`src/rtl/sram_model_pkg.sv`:
```
// ============================================================================
// Module  : sram_model_pkg
// Purpose : Shared types, latency limits and the write-mask merge helper used
//           by the 1RW1R SRAM behavioural model and its read pipelines.
// Revision: 1.0 - initial release
// ============================================================================
`default_nettype none

package sram_model_pkg;

  // Supported read latency window
  localparam int MIN_READ_LATENCY = 1;
  localparam int MAX_READ_LATENCY = 4;

  // Widest word the shared helpers handle; instances zero-extend into it
  localparam int MAX_WORD_SIZE = 256;
  localparam int MAX_NUM_WMASK = MAX_WORD_SIZE;

  typedef logic [MAX_WORD_SIZE-1:0] word_t;
  typedef logic [MAX_NUM_WMASK-1:0] wmask_t;

  // One read-pipeline stage
  typedef struct packed {
    logic  valid;
    word_t data;
  } pipe_stage_t;

  // Take each bit from new_word when its segment is enabled, else keep old_word
  function automatic word_t merge_wmask(input word_t  old_word,
                                        input word_t  new_word,
                                        input wmask_t mask,
                                        input int     write_size);
    word_t merged;
    for (int b = 0; b < MAX_WORD_SIZE; b++) begin
      merged[b] = mask[b / write_size] ? new_word[b] : old_word[b];
    end
    return merged;
  endfunction

endpackage

`default_nettype wire

```
`src/rtl/sram_read_pipe.sv`:
```
// ============================================================================
// Module  : sram_read_pipe
// Purpose : READ_LATENCY-deep {valid,data} pipeline feeding a held output
//           register. dout keeps its last valid word; dout_valid pulses once
//           per accepted read. Reset drops everything in flight.
// Revision: 1.0 - initial release
// ============================================================================
`default_nettype none

module sram_read_pipe
  import sram_model_pkg::*;
#(
  parameter int WORD_SIZE    = 32,
  parameter int READ_LATENCY = 1
) (
  input  logic                 clk,
  input  logic                 rst_n,
  input  logic                 accept_i,
  input  logic [WORD_SIZE-1:0] data_i,
  output logic [WORD_SIZE-1:0] dout_o,
  output logic                 dout_valid_o
);

  pipe_stage_t          stage_q [READ_LATENCY];
  pipe_stage_t          stage_d;
  logic [WORD_SIZE-1:0] dout_q;
  logic                 dout_valid_q;

  // Build the entry captured at the accept edge
  always_comb begin
    stage_d       = '0;
    stage_d.valid = accept_i;
    stage_d.data  = MAX_WORD_SIZE'(data_i);
  end

  // Shift the pipeline and update the held output register
  always_ff @(posedge clk) begin
    if (!rst_n) begin
      for (int i = 0; i < READ_LATENCY; i++) begin
        stage_q[i] <= '0;
      end
      dout_q       <= '0;
      dout_valid_q <= 1'b0;
    end else begin
      stage_q[0] <= stage_d;
      for (int i = 1; i < READ_LATENCY; i++) begin
        stage_q[i] <= stage_q[i-1];
      end
      dout_valid_q <= stage_q[READ_LATENCY-1].valid;
      if (stage_q[READ_LATENCY-1].valid) begin
        dout_q <= stage_q[READ_LATENCY-1].data[WORD_SIZE-1:0];
      end
    end
  end

  // Upper bits of the shared stage type are always zero here
  if (WORD_SIZE < MAX_WORD_SIZE) begin : g_pad
    logic w_unused_pad;
    assign w_unused_pad = ^stage_q[READ_LATENCY-1].data[MAX_WORD_SIZE-1:WORD_SIZE];
  end

  assign dout_o       = dout_q;
  assign dout_valid_o = dout_valid_q;

endmodule

`default_nettype wire

```
`config.mk`:
```
export PLATFORM = sky130hd
export DESIGN_NAME = sram_read_pipe
export DESIGN_NICKNAME = d
export VERILOG_FILES = /design/src/rtl/sram_model_pkg.sv /design/src/rtl/sram_read_pipe.sv
export SDC_FILE = /design/constraint.sdc
export NUM_CORES = 1
export LEC_CHECK = 0
export CAP_MARGIN = 20
export CORE_MARGIN = 4
export CORE_UTILIZATION = 35
export CTS_CLUSTER_SIZE = 8
export DETAILED_ROUTE_END_ITERATION = 12
export PLACE_DENSITY = 0.73
export SLEW_MARGIN = 40
export SYNTH_ARGS = -nofsm -noshare
export SYNTH_HDL_FRONTEND = slang
export SYNTH_SLANG_ARGS = --single-unit
```
`constraint.sdc`:
```
create_clock -name clk -period 1.25 [get_ports clk]
set_clock_uncertainty 0.2 [all_clocks]
set_input_delay 0.25 -clock clk [delete_from_list [all_inputs] [get_ports clk]]
set_output_delay 0.25 -clock clk [all_outputs]
set_load 0.01 [all_outputs]
```
==> summary.txt <==
GRT
  – First-pass GRT wire length: 6.57 mm
  – GRT Total Usage: 0.115
  – Number of global-route vias before repair: between 1k and 1.5k
  – Largest net degree at the start of global routing: between 60 and 70
  – GRT overflow: 0
  – Initial antenna violation count: 0

Die
  – Die Y-Extent: 86.5 µm
  – Die Area: between 0.007 and 0.008 mm²
  – Top Ports: between 60 and 70
  – FP Rows: 28
  – Core Area: between 0.005 and 0.006 mm²
  – Die width: a little under 90 µm
  – Initial Util: 0.362

Route
  – Starting DRT DRC Count: 28
  – Final WL: between 3 and 4 mm
  – Vias/cell: 4.05
  – ANT nets after route: 0
  – Wire per inst: approximately 12 µm
  – First-pass detailed-route iteration total: 4
  – DR vias: approximately 1.3k
  – # DRC: 0

Timing
  – Tmin final: 1210 ps
  – Tcrit/Tclk final: 0.971
  – Setup ws final: ~36 ps
  – Worst-margin pin slew: about 210 ps
  – Fmax: 824 MHz
  – RSZ-0062 raised after global routing: true
  – Slew headroom: 0.861
  – Final number of setup-violating endpoints: 0
  – Final Hold Viols: 0
  – Final slew viol count: 0

Clock network
  – TritonCTS Sinks: 66
  – Clock Latency Late Sink: roughly 320 ps
  – Number of buffers created by CTS: 9
  – Max Buffers Root-to-Sink: 2
  – CTS tree: yes
  – Clock transition at the registers of the reported paths: 70 ps
  – H-tree Lvls: 3
  – Root Driver: clkbuf_8
  – Hold_buf cts: 0

Synthesis
  – Area of the mapped netlist: between 0.002 and 0.0025 mm²
  – Syn Nets: 210
  – Mean Syn Cell Area: 12.3 µm²
  – Syn Inst Count: roughly 180
  – Post-synthesis cell type count: 9
  – Synth Warn #: 0
  – Seq/Total Area, Yosys: 0.612
  – Register bit total from synthesis: 66

Layout
  – Antenna fix cells: 0
  – Final cell count without fillers: around 330
  – Fin area: 0.00316 mm²
  – Fraction of layout cells with a size suffix above 1: 0.352
  – # nets final: approximately 280
  – Most common cell after layout, fill and taps aside: and2_1
  – Most frequent cells in the layout: 34 x and2_1, 33 x dfxtp_2, 33 x clkdlybuf4s50_1
  – P&R area growth vs syn: 46.2%

Setup path
  – Worst r2r src: stage_q[0][32]$_SDFF_PN0_
  – Crit-path cells: buf_6
  – Startpoint types: flop
  – CP Class: reg2out
  – CP Buf/Inv Count: 1
  – Slowest cell on crit path: dfxtp_2
  – Worst reg2reg path depth: 3
  – Reg-to-reg critical path endpoint: dout_o[18]$_SDFFE_PN0P_
  – Crit path from: dout_o[14]$_SDFFE_PN0P_
  – Critical path's top delay family: flip-flops
  – CP endpoint kind: output port
  – R2R Setup Slk: 110 ps
  – Worst Path Required: 800 ps
  – Worst EP arrival: 760 ps
  – CP peak stage delay: between 300 and 400 ps
  – Worst-path fanout max: 2
  – Levels on crit path: 1

Pwr
  – Int Power: approximately 3.4 mW
  – PwrDens: between 1000 and 1500 mW/mm²
  – Total power: about 4.3 mW
  – Sequential power share: 0.525
  – Switch share: 0.207
  – Lkg Pwr: ~1.3 nW
  – Clock network fraction of total power: 0.387
  – NetSw: 884 µW
  – Worst vdd rail ir drop: about 0.00076 V
  – Combinational power share: 0.088

Place
  – GP Congestion: between 0.7 and 0.8
  – Dpl ws: -66.7 ps
  – Placed Instances: about 310
  – DP Area: 0.00290 mm²
  – DPL Wire Length: roughly 2.6 mm
  – PortBufs: 67

Hold path
  – Hold Crit Class: in2reg
  – Min-delay src: rst_n
  – Hold-critical path depth: 3
  – Hold Path Sink: dout_o[6]$_SDFFE_PN0P_

Status
  – Status: complete, no violations

Run
  – Number of max-cap violations: 0
## power by group through the flow
stage	combinational (mW)	sequential [mW]	clock, mW
6_report	0.374	2.24	1.65
5_1_grt	0.409	2.25	1.82
4_1_cts	0.350	2.23	1.73
3_5_place_dp	0.377	2.28	0
3_3_place_gp	0.372	2.27	0
2_1_floorplan	0.172	2.28	0
## cells by family (layout without fill, tap and decap cells)
group	after synthesis	after routing	share of synthesized area
simple gates	66	66	0.191
buf+inv	11	89	0.0481
mux	32	32	0.148
flops	66	66	0.612
## sequential cells by signal, summed over array words and instances (netlist names)
name	cells
stage_q	33
dout_o	32
dout_valid_o	1
## layer usage
layer / wire length [µm] / global-route usage / part of all wire / vias up
li1: - / - / - / 702
met5: 0 / 0 / 0 / -
met1: 1800 / 0.135 / 0.45 / 582
met3: 287 / 0.0418 / 0.072 / 5
met4: 39 / 0.0595 / 0.0098 / 0
met2: 1840 / 0.183 / 0.46 / 41
## synth_stat cells (all sizes together)
| cell | count | share of area |
|---|---|---|
| and2 | 34 | 0.099 |
| buf | 7 | 0.040 |
| clkbuf | 4 | 0.0081 |
| dfxtp | 66 | 0.61 |
| mux2i | 32 | 0.15 |
| nor2b | 32 | 0.093 |
## layout make-up
type,instances,area (µm²)
repair buffers,74,772
clock buffers,14,183
multi-input cells,98,733
flip-flops and latches,66,1370
well taps,75,93.8
clock inverters,1,7.51
fillers,568,2800
## how the worst max path moves through the flow
stage	to	slack [ps]
after floorplan	dout_o[10]$_SDFFE_PN0P_	130
after global placement	dout_o[11]	-70
after detailed placement	dout_o[11]	-70
after CTS	dout_o[27]	0.07
after global routing	dout_o[11]	-6
final	dout_o[14]	40
## per-stage QoR
stage	TNS [ps]	hold WS, ps	util
final	0	198	0.530
after detailed placement	-1650	278	0.487
after global placement	-1410	269	0.487
after CTS	0	192	0.498
after floorplan	0	177	-
after global routing	-23.4	208	0.530
## worst reg2reg max path, cell delays in order (launching register included)
cell     delay [ps]
dfxtp_4         390
buf_12          180
mux2i_1         200
nor2b_1          60
## repair_timing
action | 4_1_cts | 5_1_grt
setup buffers | 0 | 1
hold endpoints to repair | 0 | 0
endpoints found under the setup margin | 33 | 36
gates resized for setup | 159 | 36
Power figures use the tool's default switching activity.
